**config.mk**
```make
export PLATFORM = sky130hd
export DESIGN_NAME = fir_frame_scheduler
export DESIGN_NICKNAME = d
export VERILOG_FILES = /design/src/rtl/fir_frame_scheduler.sv
export SDC_FILE = /design/constraint.sdc
export NUM_CORES = 1
export LEC_CHECK = 0
export ABC_AREA = 0
export CORE_MARGIN = 4
export CORE_UTILIZATION = 55
export CTS_CLUSTER_DIAMETER = 40
export DETAILED_ROUTE_END_ITERATION = 10
export PLACE_DENSITY_LB_ADDON = 0.2
export SYNTH_ARGS = -nofsm -noshare
export SYNTH_HDL_FRONTEND = slang
export SYNTH_SLANG_ARGS = --single-unit
```
**constraint.sdc**
```tcl
create_clock -name clk_fast -period 6.6 [get_ports clk_fast]
set_clock_uncertainty 0.2 [all_clocks]
set_input_delay 0.99 -clock clk_fast [delete_from_list [all_inputs] [get_ports clk_fast]]
set_output_delay 0.99 -clock clk_fast [all_outputs]
set_load 0.02 [all_outputs]
```
**src/rtl/fir_frame_scheduler.sv**
```systemverilog
// Frame sequencer for the W4823 FIR core: loads coefficients into CMEM, queues
// input samples, launches one frame per sample and holds each result for a valid/ready consumer.
module fir_frame_scheduler #(
  parameter  int NTAPS        = 64,
  parameter  int FIFO_DEPTH   = 4,
  parameter  int FRAME_CYCLES = 256,
  parameter  int RESULT_LAT   = 250,
  localparam int AW           = $clog2(NTAPS),
  localparam int PW           = $clog2(FIFO_DEPTH),
  localparam int CW           = $clog2(FRAME_CYCLES)
) (
  input  logic          clk_fast,
  input  logic          rst_n,
  input  logic          s_valid_i,
  output logic          s_ready_o,
  input  logic [15:0]   s_data_i,
  input  logic          c_valid_i,
  output logic          c_ready_o,
  input  logic [16:0]   c_data_i,
  input  logic          cfg_reload_i,
  output logic          cmem_wr_o,
  output logic [AW-1:0] cmem_addr_o,
  output logic [16:0]   cmem_din_o,
  output logic          core_start_o,
  output logic [15:0]   core_din_o,
  input  logic [15:0]   core_dout_i,
  output logic          m_valid_o,
  input  logic          m_ready_i,
  output logic [15:0]   m_data_o,
  output logic          busy_o,
  output logic [15:0]   frame_cnt_o
);

  typedef enum logic [1:0] {
    ST_CLOAD = 2'd0,
    ST_IDLE  = 2'd1,
    ST_RUN   = 2'd2
  } state_t;

  state_t        state_q, state_d;

  logic [15:0]   fifo_mem [FIFO_DEPTH];
  logic [PW:0]   wr_ptr_q, rd_ptr_q;
  logic          fifo_empty, fifo_full, push, pop;

  logic [AW-1:0] waddr_q, waddr_d;
  logic [CW-1:0] cnt_q, cnt_d;
  logic          reload_pend_q, reload_pend_d;
  logic          m_valid_q, m_valid_d;
  logic [15:0]   m_data_q;
  logic [15:0]   frame_cnt_q, frame_cnt_d;
  logic [15:0]   core_din_q;
  logic          core_start_q;
  logic          cmem_wr_q;
  logic [AW-1:0] cmem_addr_q;
  logic [16:0]   cmem_din_q;

  logic          c_accept, reload_req, launch, capture, frame_last;

  // Extra pointer bit distinguishes full from empty when the indices match.
  assign fifo_empty = (wr_ptr_q == rd_ptr_q);
  assign fifo_full  = (wr_ptr_q[PW] != rd_ptr_q[PW]) &&
                      (wr_ptr_q[PW-1:0] == rd_ptr_q[PW-1:0]);
  assign push       = s_valid_i && !fifo_full;
  assign pop        = launch;

  assign c_accept   = (state_q == ST_CLOAD) && c_valid_i;
  assign reload_req = cfg_reload_i || reload_pend_q;
  assign launch     = (state_q == ST_IDLE) && !reload_req && !fifo_empty && !m_valid_q;
  assign capture    = (state_q == ST_RUN) && (cnt_q == CW'(RESULT_LAT));
  assign frame_last = (state_q == ST_RUN) && (cnt_q == CW'(FRAME_CYCLES - 1));

  always_ff @(posedge clk_fast or negedge rst_n) begin
    if (!rst_n) begin
      state_q <= ST_CLOAD;
    end else begin
      state_q <= state_d;
    end
  end

  always_comb begin
    state_d = state_q;
    case (state_q)
      ST_CLOAD: if (c_accept && (waddr_q == AW'(NTAPS - 1))) state_d = ST_IDLE;
      ST_IDLE: begin
        if (reload_req)  state_d = ST_CLOAD;
        else if (launch) state_d = ST_RUN;
      end
      ST_RUN:   if (frame_last) state_d = ST_IDLE;
      default:  state_d = ST_CLOAD;
    endcase
  end

  always_comb begin
    c_ready_o = 1'b0;
    busy_o    = 1'b0;
    case (state_q)
      ST_CLOAD: begin
        c_ready_o = 1'b1;
        busy_o    = 1'b1;
      end
      ST_RUN:   busy_o = 1'b1;
      default: begin
        c_ready_o = 1'b0;
        busy_o    = 1'b0;
      end
    endcase
  end

  always_comb begin
    waddr_d = waddr_q;
    if (c_accept) waddr_d = (waddr_q == AW'(NTAPS - 1)) ? '0 : waddr_q + AW'(1);

    cnt_d = cnt_q;
    if (launch)                 cnt_d = '0;
    else if (state_q == ST_RUN) cnt_d = cnt_q + CW'(1);

    // A reload seen mid-frame is remembered and honoured at the next IDLE.
    reload_pend_d = reload_pend_q;
    if (state_q == ST_IDLE)                    reload_pend_d = 1'b0;
    else if (state_q == ST_RUN && cfg_reload_i) reload_pend_d = 1'b1;

    m_valid_d = m_valid_q;
    if (capture)                      m_valid_d = 1'b1;
    else if (m_valid_q && m_ready_i)  m_valid_d = 1'b0;
  end

  assign frame_cnt_d = launch ? frame_cnt_q + 16'd1 : frame_cnt_q;

  always_ff @(posedge clk_fast or negedge rst_n) begin
    if (!rst_n) begin
      wr_ptr_q      <= '0;
      rd_ptr_q      <= '0;
      waddr_q       <= '0;
      cnt_q         <= '0;
      reload_pend_q <= 1'b0;
      m_valid_q     <= 1'b0;
      m_data_q      <= '0;
      frame_cnt_q   <= '0;
      core_din_q    <= '0;
      core_start_q  <= 1'b0;
      cmem_wr_q     <= 1'b0;
      cmem_addr_q   <= '0;
      cmem_din_q    <= '0;
    end else begin
      if (push) wr_ptr_q <= wr_ptr_q + (PW+1)'(1);
      if (pop)  rd_ptr_q <= rd_ptr_q + (PW+1)'(1);
      waddr_q       <= waddr_d;
      cnt_q         <= cnt_d;
      reload_pend_q <= reload_pend_d;
      m_valid_q     <= m_valid_d;
      frame_cnt_q   <= frame_cnt_d;
      core_start_q  <= launch;
      cmem_wr_q     <= c_accept;
      if (capture) m_data_q <= core_dout_i;
      if (launch)  core_din_q <= fifo_mem[rd_ptr_q[PW-1:0]];
      if (c_accept) begin
        cmem_addr_q <= waddr_q;
        cmem_din_q  <= c_data_i;
      end
    end
  end

  always_ff @(posedge clk_fast) begin
    if (push) fifo_mem[wr_ptr_q[PW-1:0]] <= s_data_i;
  end

  assign s_ready_o    = !fifo_full;
  assign cmem_wr_o    = cmem_wr_q;
  assign cmem_addr_o  = cmem_addr_q;
  assign cmem_din_o   = cmem_din_q;
  assign core_start_o = core_start_q;
  assign core_din_o   = core_din_q;
  assign m_valid_o    = m_valid_q;
  assign m_data_o     = m_data_q;
  assign frame_cnt_o  = frame_cnt_q;

endmodule

```
==> results.py, run 1 <==
metrics = {
    "grt": {
        "gr-total-overflow": 0,
        "grt_pass1_vias": 3991,
        "antenna_found_initial": 0,
        "grt_use_total_pct": 20.53,
        "grt_max_degree": 65,
        "grt_pass1_wl_mm": 20.80,
    },
    "setup_path": {
        "crit_arrival_ns": 2.41,
        "critical_path_class": "flip-flop to output port",
        "crit_path_start_kind": "flip-flop",
        "endpoint_kind": "output port",
        "worstPathRequired_ns": 5.41,
        "critPathMaxFanout": 19,
    },
    "power_and_ir_drop": {
        "pwr-share-comb_pct": 25.4,
        "clkPwrFrac_pct": 30.1,
        "switching_power_mw": 0.9241,
        "switching_share_pct": 29.28,
        "p_int_mw": 2.232,
        "max-vdd-ir-drop_mv": 0.2432,
        "powerDensity_nw_per_um2": 377.8,
        "seq_power_share_pct": 44.4,
        "leakage_nw": 3.352,
    },
    "finish": {
        "syn_to_final_growth_pct": 32.42,
        "layout-drive-gt1-share_pct": 16.70,
        "diodes": 0,
        "seqCellArea_sq_um": 4349,
        "fin_nets": 620,
        "multi_input_area_sq_um": 1871,
        "nFillCells": 696,
    },
    "detailed_routing": {
        "antenna_left": 0,
        "dr.pass1.iters": 4,
        "wl_per_cell_microns": 17.68,
        "wirelength_mm": 12.54,
        "drtIter0Drc": 207,
        "vias": 3781,
        "viasPerCell": 5.333,
        "drc": 0,
    },
    "clock_tree": {
        "htreeDepth": 4,
        "numCtsBuffers": 17,
        "clockRootBuffer": "clkbuf_16",
        "cts_buffer_depth": 2,
        "cts_tree": "yes",
        "clock-sinks": 161,
        "insertion_delay_ns": 0.41,
        "post_cts_buffers": 0,
        "clk_pin_slew_worst_paths_ns": 0.06,
        "hold_buffers": 0,
        "ctsResizeCount": 0,
    },
    "die": {
        "initial_utilization_pct": 57.20,
        "fp.dieW_microns": 115.1,
        "rows": 38,
        "die_h_microns": 115.1,
        "core_area_sq_um": 11030,
        "dieArea_sq_um": 13250,
        "io_pins": 132,
    },
    "placed_design": {
        "place_congestion": 0.7870,
        "io_buffer_count": 131,
        "hpwl_mm": 8.224,
    },
    "synthesis": {
        "ys_ff_latch": 161,
        "syn_area_sq_um": 6310,
        "yosysTopAreaCell": "dfrtp_1",
        "synth_top_area_share_pct": 38.47,
        "synth_nets": 480,
        "avgSynthCellArea_sq_um": 15.17,
        "yosysSeqAreaShare_pct": 68.93,
        "synth_area_leaders": "dfrtp_1 38%, edfxtp_1 30%, mux2_2 7.1%, mux4_2 5.7%, nand2_1 3.9%",
        "ys_types": 34,
        "synthCells": 416,
        "synth_warnings": 0,
    },
    "sta": {
        "hold_viol_final": 0,
        "fin_setup_tns_ns": 0,
        "setup_viol": 0,
        "max_freq_mhz": 277.6,
        "whs_ns": 0.2799,
        "slew_headroom_pct": 37.56,
        "grt_setup_unrepaired": "false",
        "slew_viol_final": 0,
        "worst_pin_slew_ns": 0.9366,
        "post-route-period-util_pct": 54.58,
        "final.min_clock_period_ns": 3.602,
    },
    "worst_hold_path": {
        "hold_class": "flip-flop to flip-flop",
    },
    "status": {
        "status": "finished, final reports clean",
    },
    "run": {
        "maxCapViolCount": 0,
    },
}
## routing by layer
metal  up-vias  wire [microns]  part of all wire (%)  track usage, %
met4         0             207                   1.7           7.355
met2       118            6424                    51           33.68
li1       1760               -                     -               -
met1      1884            5062                    40           26.43
met3        19             842                   6.7           5.842
met5         -               0                     0               0
## metrics by stage
stage	instance area [sq um]	power (mW)	utilization [%]	instances	setup slack [ns]
global placement	7775	2.194	70.49	677	2.919
global route	8356	3.328	75.75	709	2.927
finish	8356	3.157	75.75	709	2.998
CTS	8356	3.190	75.75	709	2.964
floorplan	6310	1.858	-	416	3.726
detailed placement	7775	2.225	70.49	677	2.814
## cells in the mapped netlist
master,n
nand3_1,8
a311o_1,1
nand2_1,65
o31ai_1,1
and4_1,2
nor3b_1,1
and2_1,4
nand4b_1,1
inv_1,9
or4b_4,1
a31oi_1,1
nand4_1,12
nor3_1,2
xnor2_2,1
xor2_1,10
edfxtp_1,64
a211oi_1,1
xnor2_1,22
mux4_2,16
or4b_1,1
nor2b_1,1
a21oi_1,2
or3_1,2
a22o_1,1
o21ai_0,4
nor2_1,14
ha_1,9
buf_1,4
mux2_2,40
and3_1,6
clkbuf_1,7
buf_2,4
a21o_1,2
dfrtp_1,97
## cells in the final DEF (no fill, tap or decap), types with 2 or more instances in the layout
cell / synthesis / routed
clkbuf_16: 0 / 17
a21oi_1: 2 / 2
and4_1: 2 / 2
o21ai_0: 4 / 4
clkdlybuf4s50_1: 0 / 130
inv_1: 9 / 9
clkbuf_1: 7 / 2
bufinv_16: 0 / 2
xnor2_1: 22 / 22
ha_1: 9 / 9
clkinvlp_4: 0 / 5
or3_1: 2 / 2
xor2_1: 10 / 10
nand3_1: 8 / 8
clkinv_2: 0 / 2
edfxtp_1: 64 / 64
nor2_1: 14 / 14
nand2_1: 65 / 65
and3_1: 6 / 6
mux2_2: 40 / 40
buf_4: 0 / 6
inv_6: 0 / 2
a21o_1: 2 / 2
nand4_1: 12 / 12
mux4_2: 16 / 16
and2_1: 4 / 4
dfrtp_1: 97 / 97
nor3_1: 2 / 2
## final timing paths
| check | startpoint | to | slack [ns] | cells after the start |
|---|---|---|---|---|
| setup / recovery | rd_ptr_q[1] | s_ready_o | 3.00 | 3 |
| hold / removal | core_din_o[2] | core_din_o[2] | 0.28 | 2 |
| setup reg to reg | rd_ptr_q[1] | fifo_mem[3][4] | 3.46 | 3 |
| hold reg to reg | core_din_o[2] | core_din_o[2] | 0.28 | 2 |
| max in group asynchronous | rst_n | m_data_o[13] | 4.74 | 2 |
| min in group asynchronous | rst_n | cmem_din_o[4] | 0.32 | 1 |
## area by class of cell
class	instances	share of cell area, %
clock buffers	20	5.346
multi-input cells	231	22.39
well taps	140	2.096
repair buffers	136	16.11
flip-flops and latches	161	52.05
inverters	9	0.4043
clock inverters	12	1.602
## power groups by stage
stage,logic [mW],registers [mW],clock network (mW)
floorplan,0.361,1.50,0
global placement,0.787,1.41,0
detailed placement,0.807,1.42,0
CTS,0.820,1.40,0.966
global route,0.876,1.43,1.02
finish,0.803,1.40,0.951
## state kept, by name (all words and copies together), names as in the netlist
name,cells
fifo_mem,64
cmem_din_o,17
core_din_o,16
frame_cnt_o,16
m_data_o,16
cnt_q,8
cmem_addr_o,6
waddr_q,6
rd_ptr_q,3
wr_ptr_q,3
state_q,2
cmem_wr_o,1
core_start_o,1
m_valid_o,1
reload_pend_q,1
## logic make-up after synthesis
| kind of cell | Yosys count | synth area share (%) |
|---|---|---|
| mux | 56 | 12.85 |
| xor+xnor | 33 | 4.700 |
| buf+inv | 24 | 1.507 |
| compound gates | 13 | 1.349 |
| fa+ha+maj | 9 | 1.785 |
| flops | 161 | 68.93 |
| simple gates | 120 | 8.884 |
## worst max-delay path, cell delays in order, from the launching register on
cell and delay [ns]:
dfrtp_1 0.95, xnor2_1 0.24, nand3_1 0.19, clkdlybuf4s50_1 0.62
Power figures use the tool's default switching activity.
==> run 2, diff against run 1 <==
--- a/config.mk
+++ b/config.mk
@@ -7,7 +7,7 @@
 export LEC_CHECK = 0
 export ABC_AREA = 0
 export CORE_MARGIN = 4
-export CORE_UTILIZATION = 55
+export CORE_UTILIZATION = 46
 export CTS_CLUSTER_DIAMETER = 40
 export DETAILED_ROUTE_END_ITERATION = 10
 export PLACE_DENSITY_LB_ADDON = 0.2
==> constraint.sdc (replaced) <==
create_clock -name clk_fast -period 3.2 [get_ports clk_fast]
set_clock_uncertainty 0.2 [all_clocks]
set_input_delay 0.48 -clock clk_fast [delete_from_list [all_inputs] [get_ports clk_fast]]
set_output_delay 0.48 -clock clk_fast [all_outputs]
set_load 0.02 [all_outputs]
==> results.py, run 2 (synthesis results as in run 1) <==
metrics = {
    "clock_tree": {
        "cts_tree": "yes",
        "clk_pin_slew_worst_paths_ns": 0.06,
        "clockRootBuffer": "clkbuf_16",
        "clock-sinks": 161,
        "post_cts_buffers": 0,
        "cts_buffer_depth": 2,
        "insertion_delay_ns": 0.41,
        "htreeDepth": 4,
        "numCtsBuffers": 17,
    },
    "die": {
        "core_area_sq_um": 13350,
        "rows": 42,
        "dieArea_sq_um": 15660,
        "initial_utilization_pct": 47.27,
        "fp.dieW_microns": 125.1,
        "io_pins": 132,
        "die_h_microns": 125.1,
    },
    "sta": {
        "hold_viol_final": 0,
        "setup_viol": 0,
        "worst_pin_slew_ns": 0.6972,
        "slew_headroom_pct": 53.43,
        "post-route-period-util_pct": 78.74,
        "final.min_clock_period_ns": 2.520,
        "grt_setup_unrepaired": "false",
        "slew_viol_final": 0,
        "fin_setup_tns_ns": 0,
        "max_freq_mhz": 396.9,
    },
    "placed_design": {
        "place_congestion": 0.7694,
        "placement.cell_area_sq_um": 7900,
        "hpwl_mm": 8.081,
        "dp_cells": 722,
        "io_buffer_count": 131,
    },
    "run": {
        "maxCapViolCount": 0,
    },
    "grt": {
        "grt_use_total_pct": 16.32,
        "grt_pass1_vias": 4113,
        "antenna_found_initial": 0,
        "grt_pass1_wl_mm": 20.47,
        "gr-total-overflow": 0,
        "grt_max_degree": 54,
    },
    "setup_path": {
        "worstPathRequired_ns": 2.52,
        "crit_path_start_kind": "flip-flop",
        "r2r-start": "state_q[1]",
        "critPathMaxFanout": 4,
        "crit_chain": "xnor2_1 -> nand3_1 -> clkdlybuf4s50_1",
        "crit_path_top_delay_cell": "clkdlybuf4s50_1",
        "reg2reg_slack_ns": 0.77,
        "slowest_delay_ns": 0.57,
        "endpoint_kind": "output port",
        "crit_arrival_ns": 1.84,
        "startpoint": "wr_ptr_q[1]",
        "cp_num_buf_inv": 1,
        "critical_path_class": "flip-flop to output port",
        "cpLargestDelayFamily": "buffers and inverters",
    },
    "power_and_ir_drop": {
        "max-vdd-ir-drop_mv": 0.5463,
        "power_mw": 6.400,
        "switching_power_mw": 1.804,
        "powerDensity_nw_per_um2": 757.0,
        "clkPwrFrac_pct": 29.3,
        "pwr-share-comb_pct": 25.9,
        "p_int_mw": 4.596,
        "leakage_nw": 3.394,
        "switching_share_pct": 28.19,
        "seq_power_share_pct": 44.8,
    },
    "detailed_routing": {
        "drc": 0,
        "drtIter0Drc": 245,
        "wirelength_mm": 12.12,
        "antenna_left": 0,
        "dr.pass1.iters": 4,
        "vias": 3770,
        "wl_per_cell_microns": 16.05,
        "viasPerCell": 4.993,
    },
    "worst_hold_path": {
        "hold_start": "core_din_o[1]",
        "hold_class": "flip-flop to flip-flop",
    },
    "finish": {
        "layout_commonest_cell": "clkdlybuf4s50_1",
        "final_cell_mix": "130 x clkdlybuf4s50_1, 97 x dfrtp_1, 65 x nand2_1, 64 x edfxtp_1, 40 x mux2_2",
        "layout.cells.non_filler": 755,
        "final_core_util_pct": 63.34,
        "nFillCells": 1009,
        "diodes": 0,
        "stdcell_area_sq_um": 8454,
        "largest_reg_flops": 64,
        "fin_nets": 630,
        "syn_to_final_growth_pct": 33.99,
        "layout-drive-gt1-share_pct": 16.75,
    },
    "status": {
        "status": "finished, final reports clean",
    },
}
[run 2: changes by cell type in the layout (fill, tap and decap cells not counted), sizes merged]
cell	previous run	this run
clkbuf	20	25
buf	6	15
clkinvlp	5	2
inv	11	9
dlygate4sd3	0	1
[run 2: repair_timing]
action,4_1_cts,5_1_grt
hold buffers,1,0
resized for setup,0,0
hold endpoints to repair,44,0
[run 2: path summary, 6_finish.rpt]
kind,endpoint,cells after the start
hold / removal,core_din_o[1],2
min in group asynchronous,cmem_din_o[7],2
hold reg to reg,core_din_o[1],2
max in group asynchronous,m_valid_o,3
setup / recovery,s_ready_o,3
setup reg to reg,frame_cnt_o[15],4
[run 2: area by class of cell]
class	instances	area, sq um	share of cell area (%)
flip-flops and latches	161	4349	51.44
clock buffers	25	455.4	5.387
repair buffers	146	1436	16.99
inverters	9	33.78	0.3996
well taps	176	220.2	2.605
clock inverters	7	88.84	1.051
multi-input cells	231	1871	22.13
[run 2: worst register-to-register path, cell delays in order (launching register included)]
cell	delay (ns)
dfrtp_1	0.43
or4b_1	0.60
a311o_1	0.41
or4b_4	0.54
xnor2_2	0.14
[run 2: per-layer routing]
layer | track usage (%) | routed length (microns)
met1 | 21.44 | 5383
met2 | 25.97 | 5893
met3 | 6.013 | 719
met4 | 4.273 | 120
met5 | 0 | 0
[run 2: stage by stage]
step,hold WS [ns],worst slack [ns]
after global routing,0.3048,0.5271
after global placement,0.2601,0.3792
after floorplan,-0.01559,0.8357
after CTS,0.2779,0.6293
final,0.2733,0.6804
after detailed placement,0.2621,0.3571
[run 2: power by group through the flow]
stage / Sequential (mW) / Combinational, mW / Clock (mW)
global placement: 2.88 / 1.66 / 0
CTS: 2.87 / 1.70 / 1.92
detailed placement: 2.91 / 1.68 / 0
floorplan: 3.09 / 0.744 / 0
global route: 2.93 / 1.83 / 2.01
finish: 2.87 / 1.66 / 1.87
==> run 3, diff against run 2 <==
--- a/config.mk
+++ b/config.mk
@@ -7,7 +7,7 @@
 export LEC_CHECK = 0
 export ABC_AREA = 0
 export CORE_MARGIN = 4
-export CORE_UTILIZATION = 46
+export CORE_UTILIZATION = 51
 export CTS_CLUSTER_DIAMETER = 40
 export DETAILED_ROUTE_END_ITERATION = 10
 export PLACE_DENSITY_LB_ADDON = 0.2
==> constraint.sdc (replaced) <==
create_clock -name clk_fast -period 2.39 [get_ports clk_fast]
set_clock_uncertainty 0.2 [all_clocks]
set_input_delay 0.3585 -clock clk_fast [delete_from_list [all_inputs] [get_ports clk_fast]]
set_output_delay 0.3585 -clock clk_fast [all_outputs]
set_load 0.02 [all_outputs]
==> results.py, run 3 (synthesis results as in run 1) <==
metrics = {
    "grt": {
        "grt_pass1_vias": 4147,
        "grt_max_degree": 49,
        "grt_pass1_wl_mm": 21.45,
        "grt_use_total_pct": 19.36,
        "gr-total-overflow": 0,
        "antenna_found_initial": 0,
    },
    "detailed_routing": {
        "viasPerCell": 5.109,
        "dr.pass1.iters": 4,
        "wl_met2_mm": 6.283,
        "drtIter0Drc": 182,
        "wirelength_mm": 12.68,
        "vias": 3883,
        "antenna_left": 0,
        "wl_met1_mm": 5.525,
        "wl_met3_microns": 575,
        "routed.top_layer": "met4",
        "drc": 0,
        "wl_per_cell_microns": 16.69,
    },
    "die": {
        "die_h_microns": 119.2,
        "initial_utilization_pct": 52.31,
        "dieArea_sq_um": 14220,
        "rows": 40,
        "fp.dieW_microns": 119.2,
        "core_area_sq_um": 12060,
        "io_pins": 132,
    },
    "setup_path": {
        "endpoint_kind": "flip-flop",
        "crit_path_start_kind": "flip-flop",
        "crit_arrival_ns": 2.41,
        "critical_path_class": "flip-flop to flip-flop",
        "worstPathRequired_ns": 2.49,
        "critPathMaxFanout": 4,
    },
    "sta": {
        "final.min_clock_period_ns": 2.305,
        "worst_pin_slew_ns": 0.5922,
        "whs_ns": 0.2732,
        "worst_slack_ns": 0.08538,
        "slew_viol_final": 0,
        "post-route-period-util_pct": 96.43,
        "setup_viol": 0,
        "slew_headroom_pct": 60.52,
        "hold_viol_final": 0,
        "grt_setup_unrepaired": "false",
        "max_freq_mhz": 433.9,
    },
    "run": {
        "maxCapViolCount": 0,
    },
    "finish": {
        "fin_nets": 643,
        "diodes": 0,
        "final_cell_mix": "129 x clkdlybuf4s50_1, 97 x dfrtp_1, 65 x nand2_1, 64 x edfxtp_1, 40 x mux2_2",
        "layout-drive-gt1-share_pct": 20.10,
        "nFillCells": 828,
        "syn_to_final_growth_pct": 37.50,
        "layout_commonest_cell": "clkdlybuf4s50_1",
        "largest_reg_flops": 64,
    },
    "clock_tree": {
        "numCtsBuffers": 17,
        "clockRootBuffer": "clkbuf_16",
        "insertion_delay_ns": 0.42,
        "cts_buffer_depth": 2,
        "post_cts_buffers": 0,
        "clock-sinks": 161,
        "htreeDepth": 4,
        "clk_pin_slew_worst_paths_ns": 0.06,
        "cts_tree": "yes",
    },
    "placed_design": {
        "place_congestion": 0.7819,
        "io_buffer_count": 131,
        "post-place-ws_ns": -0.3235,
        "hpwl_mm": 8.538,
    },
    "power_and_ir_drop": {
        "max-vdd-ir-drop_mv": 0.6078,
        "powerDensity_nw_per_um2": 1034,
        "leakage_nw": 3.529,
        "power_mw": 8.975,
    },
    "worst_hold_path": {
        "hold_class": "flip-flop to flip-flop",
    },
    "status": {
        "status": "finished, final reports clean",
    },
}
run 3: cell type report:
class	count	area (sq um)	area share, %
Inverter	9	33.78	0.3894
Tap cell	168	210.2	2.423
Sequential cell	161	4349	50.13
Clock inverter	8	98.84	1.139
Multi-Input combinational cell	231	1886	21.73
Clock buffer	24	524.3	6.043
Timing Repair Buffer	159	1574	18.14
run 3: repair_timing:
action	in CTS	in global routing
pin swaps	0	0
endpoints found under the setup margin	1	1
gates resized for setup	2	1
hold buffers	1	0
endpoints found under the hold margin	45	0
run 3: report_power, final:
part | switching [mW] | internal, mW
sequential | 0.346 | 3.51
combinational | 1.15 | 1.19
clock | 1.03 | 1.74
total | 2.53 | 6.44
run 3: worst max-delay path, cell delays in order (launching register included):
cell	delay, ns
dfrtp_1	0.39
or4b_1	0.54
a311o_1	0.39
or4b_4	0.54
xnor2_2	0.14
run 3: per-stage QoR:
stage / std cells / util [%] / setup TNS (ns) / cell area, sq um
2_1_floorplan: 416 / - / 0 / 6310
3_3_place_gp: 727 / 66.54 / -6.115 / 8025
3_5_place_dp: 727 / 66.54 / -6.699 / 8025
4_1_cts: 760 / 71.91 / 0 / 8673
5_1_grt: 760 / 71.93 / 0 / 8676
6_report: 760 / 71.93 / 0 / 8676
run 3: layer usage:
layer / track usage (%) / vias to the layer above
li1: - / 1815
met1: 25.12 / 1936
met2: 30.87 / 109
met3: 4.986 / 23
met4: 8.689 / 0
met5: 0 / -
run 3: final timing paths:
kind,start,endpoint,slack [ns],cells after the start
setup / recovery,reload_pend_q,frame_cnt_o[15],0.09,4
min in group asynchronous,rst_n,cmem_din_o[3],0.29,2
hold / removal,core_din_o[9],core_din_o[9],0.27,2
max in group asynchronous,rst_n,core_din_o[7],1.07,3
setup reg to reg,reload_pend_q,frame_cnt_o[15],0.09,4
hold reg to reg,core_din_o[9],core_din_o[9],0.27,2
